### src/rtl/shift_add_step_counter.sv
// Iteration counter for the shift-add multiplier control unit.
// It counts the multiplier bits consumed per operation, at 1 or 2 bits per
// step, and gates counting with a datapath step enable. K rises once all
// N bits are consumed, or earlier when the remaining multiplier is zero.
// Every output is registered, so no combinational path runs from an input
// to an output.
module shift_add_step_counter #(
  parameter int N         = 4,
  parameter bit RADIX4_EN = 1'b1,
  localparam int CW       = $clog2(N + 1)
) (
  input  logic          Clk,
  input  logic          Rst_n,
  input  logic          Load,
  input  logic          En,
  input  logic          Mode,
  input  logic          Zero,
  output logic [CW-1:0] Count,
  output logic          K,
  output logic          Done_p,
  output logic          Busy
);

  localparam logic [1:0] S_IDLE = 2'd0;
  localparam logic [1:0] S_RUN  = 2'd1;
  localparam logic [1:0] S_DONE = 2'd2;

  // N at the widths used for the compare (CW+1 bits) and for the stored count (CW bits).
  localparam logic [CW:0]   N_EXT = (CW + 1)'(N);
  localparam logic [CW-1:0] N_CW  = CW'(N);

  logic [1:0]    r_state;
  logic [CW-1:0] r_count;
  logic          r_k;
  logic          r_done_p;
  logic          r_busy;
  logic          r_step2;   // 1 = two bits per step, latched on Load

  logic [CW:0]   w_step;
  logic [CW:0]   w_sum;
  logic          w_finish;

  // The sum is one bit wider than Count, so Count + step cannot wrap before
  // it is compared against N.
  assign w_step   = r_step2 ? (CW + 1)'(2) : (CW + 1)'(1);
  assign w_sum    = {1'b0, r_count} + w_step;
  assign w_finish = Zero || (w_sum >= N_EXT);

  // State, count and status flags. Reset comes first, then Load, then the En step.
  // NOTE: sequential state uses non-blocking (<=) assignments, so every register
  // in this block samples its old value on the edge, whatever the statement order.
  always_ff @(posedge Clk) begin
    if (!Rst_n) begin
      r_state  <= S_IDLE;
      r_count  <= '0;
      r_k      <= 1'b0;
      r_done_p <= 1'b0;
      r_busy   <= 1'b0;
      r_step2  <= 1'b0;
    end else if (Load) begin
      r_state  <= S_RUN;
      r_count  <= '0;
      r_k      <= 1'b0;
      r_done_p <= 1'b0;
      r_busy   <= 1'b1;
      r_step2  <= RADIX4_EN && Mode;
    end else begin
      // Done_p is high only on the first cycle in DONE.
      r_done_p <= 1'b0;
      if (r_state == S_RUN && En) begin
        if (w_finish) begin
          // Saturate at N. An odd N in 2-bit mode counts only 1 on the last step.
          r_state  <= S_DONE;
          r_count  <= N_CW;
          r_k      <= 1'b1;
          r_done_p <= 1'b1;
          r_busy   <= 1'b0;
        end else begin
          r_count  <= w_sum[CW-1:0];
        end
      end
    end
  end

  assign Count  = r_count;
  assign K      = r_k;
  assign Done_p = r_done_p;
  assign Busy   = r_busy;

endmodule

### config.mk
export PLATFORM = sky130hd
export DESIGN_NAME = shift_add_step_counter
export DESIGN_NICKNAME = d
export VERILOG_FILES = /design/src/rtl/shift_add_step_counter.sv
export SDC_FILE = /design/constraint.sdc
export NUM_CORES = 1
export LEC_CHECK = 0
export BUFFER_PORTS_ARGS = -buffer_cell sky130_fd_sc_hd__buf_2
export CORE_AREA = 2 2 39 41
export DETAILED_ROUTE_END_ITERATION = 7
export DIE_AREA = 0 0 41 43
export PLACE_DENSITY = 0.57
export SLEW_MARGIN = 15
export SYNTH_ARGS = -nofsm -noshare
export SYNTH_HDL_FRONTEND = slang
export SYNTH_SLANG_ARGS = --single-unit
### constraint.sdc
create_clock -name Clk -period 2.2 [get_ports Clk]
set_input_delay 0.11 -clock Clk [delete_from_list [all_inputs] [get_ports Clk]]
set_output_delay 0.11 -clock Clk [all_outputs]
set_load 0.02 [all_outputs]
==> results by group <==
Floorplanning
  – Initial Util: 0.243
  – Die Wd: 41 um
  – Chip Height: 43 um
  – Placement Rows: 14
  – Die area: 0.00176 sq mm
  – Core ar.: 0.00138 sq mm
  – Ports: 12

GRT
  – First-pass GRT wire length: 1000 um
  – Overflow after GRT: 0
  – Total global-route track usage: 0.0908
  – Pin count of the biggest net entering global routing: 8
  – Vias in the first global route: 259
  – Initial antenna violation count: 0

Layout
  – Filler instances: 157
  – Reg area: 140 sq um
  – # diodes: 0
  – Layout Nets: 59
  – Area grow syn2layout: 30.1%
  – Area of the multi-input gates: 193 sq um
  – Post-Layout Cell Count: 65
  – Share of cells above drive strength 1: 0.306

Drt
  – DRC Markers: 0
  – Antenna-violating nets left: 0
  – Vias: 287
  – First-pass DRT Iterations: 2
  – Final wirelength: 631 um
  – DR iter-0 viols: 1
  – Via density: 4.42
  – Routed len/inst: 9.71 um

Worst setup path
  – R2R Setup Slk: 0.33 ns
  – Worst R2R Start: r_step2
  – WP data required: 2.32 ns
  – Setup Crit Path Kind: reg -> reg
  – R2R Path End: r_state[0]
  – WP data arrival: 1.99 ns
  – Critical path's largest stage delay: 0.40 ns
  – Crit start category: flip-flop
  – Crit path from: r_step2
  – Cell breakdown of the critical path: inv_1 > ha_1 > fa_1 > and4bb_1 > a211oi_2 > o21ai_0
  – CP Capture Type: flip-flop
  – Critical Path End: r_state[0]
  – Worst r2r path cells: 6
  – Crit Path Max Fanout: 4
  – Slowest cell on crit path: dfxtp_1

STA
  – RSZ-0062 raised after global routing: no
  – Measured slew at the worst slew-check pin: 0.457 ns
  – Fin crit share: 0.851
  – Max-slew headroom: 0.694
  – Peak Freq: 534 MHz
  – Final setup fails: 0
  – Final setup TNS: 0 ns
  – Tmin final: 1.87 ns
  – Max-slew violation count: 0
  – Final Hold Fails: 0
  – Hold slack: 0.100 ns
  – Clk_skew: 0.00436 ns

Synthesis
  – Synth cell types: 17
  – Syn Inst Count: 34
  – Sequential share of the synthesized area: 0.416
  – Yosys warns: 0
  – Top cells by count, synth: 7 x dfxtp_1, 4 x nand3_1, 3 x nand2_1, 3 x o21ai_0
  – Top-area cell type share of the netlist area: 0.416
  – Ys async rst share: 0
  – Ys flop type: dfxtp_1
  – FF+latch count, synth: 7
  – Leading area contributor after synthesis: dfxtp_1
  – Ranking of synthesized cells by area: dfxtp_1 42%, ha_1 7.4%, fa_1 5.9%, nand3_1 5.9%, o21ai_0 4.5%
  – Avg Inst Size Synth: 9.90 sq um
  – Cell area after synthesis: 337 sq um
  – Syn_nets: 43
  – Most common cell in the netlist: dfxtp_1
  – Number of flops mapped to enable cells by yosys: 0

Pwr
  – Clock power frac: 0.409
  – Switching Share: 0.243
  – Comb power frac: 0.109
  – Internal power: 214 uW
  – Net switching power: 68.6 uW
  – Flop pwr share: 0.482
  – Worst vdd ir: 0.000232 V
  – P_leak: 0.000205 uW
  – Pwr dens: 645 mW/mm^2

CTS
  – CTS Buf Count: 3
  – Hold-fix buffers at CTS: 0
  – Num Clock Sinks: 7
  – Clock latency at the later pin of the worst-skew pair: 0.25 ns
  – Clk slew on worst S/H paths: 0.05 ns
  – Deepest clock path buffer count: 2
  – H-tree levels: 1
  – Post_cts resized: 0
  – CTS root buf: clkbuf_4
  – CTS tree: done
  – Setup repair bufs after CTS: 0

Place
  – Port Buf Inserts: 11
  – Placed insts: 61
  – Final GP Congestion: 0.700
  – Hpwl dp: 494 um

Flow run
  – Max Cap Violations: 0

Run status
  – Status: complete, no violations

Worst hold path
  – Worst Hold Class: in -> reg
cell families after synthesis:
family / after synthesis / share of synthesized area
compound gates: 7 / 0.141
fa+ha+maj: 3 / 0.134
buf+inv: 1 / 0.0111
flops: 7 / 0.416
mux: 1 / 0.0297
simple gates: 15 / 0.268
stage by stage:
step                total power, uW  setup slack [ns]  area, sq um   util
floorplan                       157             0.503          337      -
global placement                169             0.331          412  0.297
detailed placement              170             0.326          412  0.297
CTS                             285             0.290          438  0.316
global route                    301             0.189          438  0.316
finish                          283             0.328          438  0.316
final cells by class:
type | instances | share of cell area
Tap cell | 16 | 0.0457
Sequential cell | 7 | 0.320
Multi-Input combinational cell | 26 | 0.440
Inverter | 1 | 0.00857
Timing Repair Buffer | 11 | 0.126
Clock buffer | 4 | 0.0600
cell usage in the layout, fill, tap and decap left out:
cell type,n
buf_2,11
dfxtp_1,7
nand3_1,4
nand2_1,3
o21ai_0,3
clkbuf_4,3
nor2b_1,2
and2_1,2
o21a_1,2
ha_1,2
inv_1,1
mux2i_1,1
and4bb_1,1
nor3_1,1
a21oi_1,1
and3b_1,1
nand3b_1,1
a211oi_2,1
fa_1,1
clkbuf_1,1
routing by layer:
| layer | vias to the layer above | share of wire | track usage |
|---|---|---|---|
| met3 | 0 | 0.040 | 0.0314 |
| met1 | 127 | 0.50 | 0.108 |
| met4 | 0 | 0 | 0.100 |
| met5 | - | 0 | 0 |
| li1 | 152 | - | - |
| met2 | 8 | 0.46 | 0.113 |
sequential cells by signal, indices dropped and copies added (netlist names):
register and cells:
Count 3, K 1, r_step2 1, r_state 1, Done_p 1
how the worst min path moves through the flow:
stage                     slack, ns  depth (start not counted)  startpoint    endpoint
after CTS                       0.1                          3       Rst_n  r_state[0]
after detailed placement       0.35                          3       Rst_n  r_state[0]
after floorplan                0.22                          2        Load  r_state[0]
final                          0.10                          3       Rst_n  r_state[0]
after global routing            0.1                          3       Rst_n  r_state[0]
after global placement         0.35                          3       Rst_n  r_state[0]
power by group through the flow:
stage,sequential [uW],clock (uW),combinational [uW]
2_1_floorplan,142,0,14.6
3_3_place_gp,138,0,30.9
3_5_place_dp,139,0,31.0
4_1_cts,136,118,31.2
5_1_grt,137,130,34.2
6_report,136,116,30.8
worst max-delay path: cells and delay by family, from the launching register on:
family,cells,cell delay [ns]
buffers and inverters,1,0.06
and+or+nand+nor,1,0.23
DFF,1,0.40
AOI/OAI and AO/OA,2,0.47
adders and majority gates,2,0.58
No activity file was read; power rests on OpenSTA's default activity.
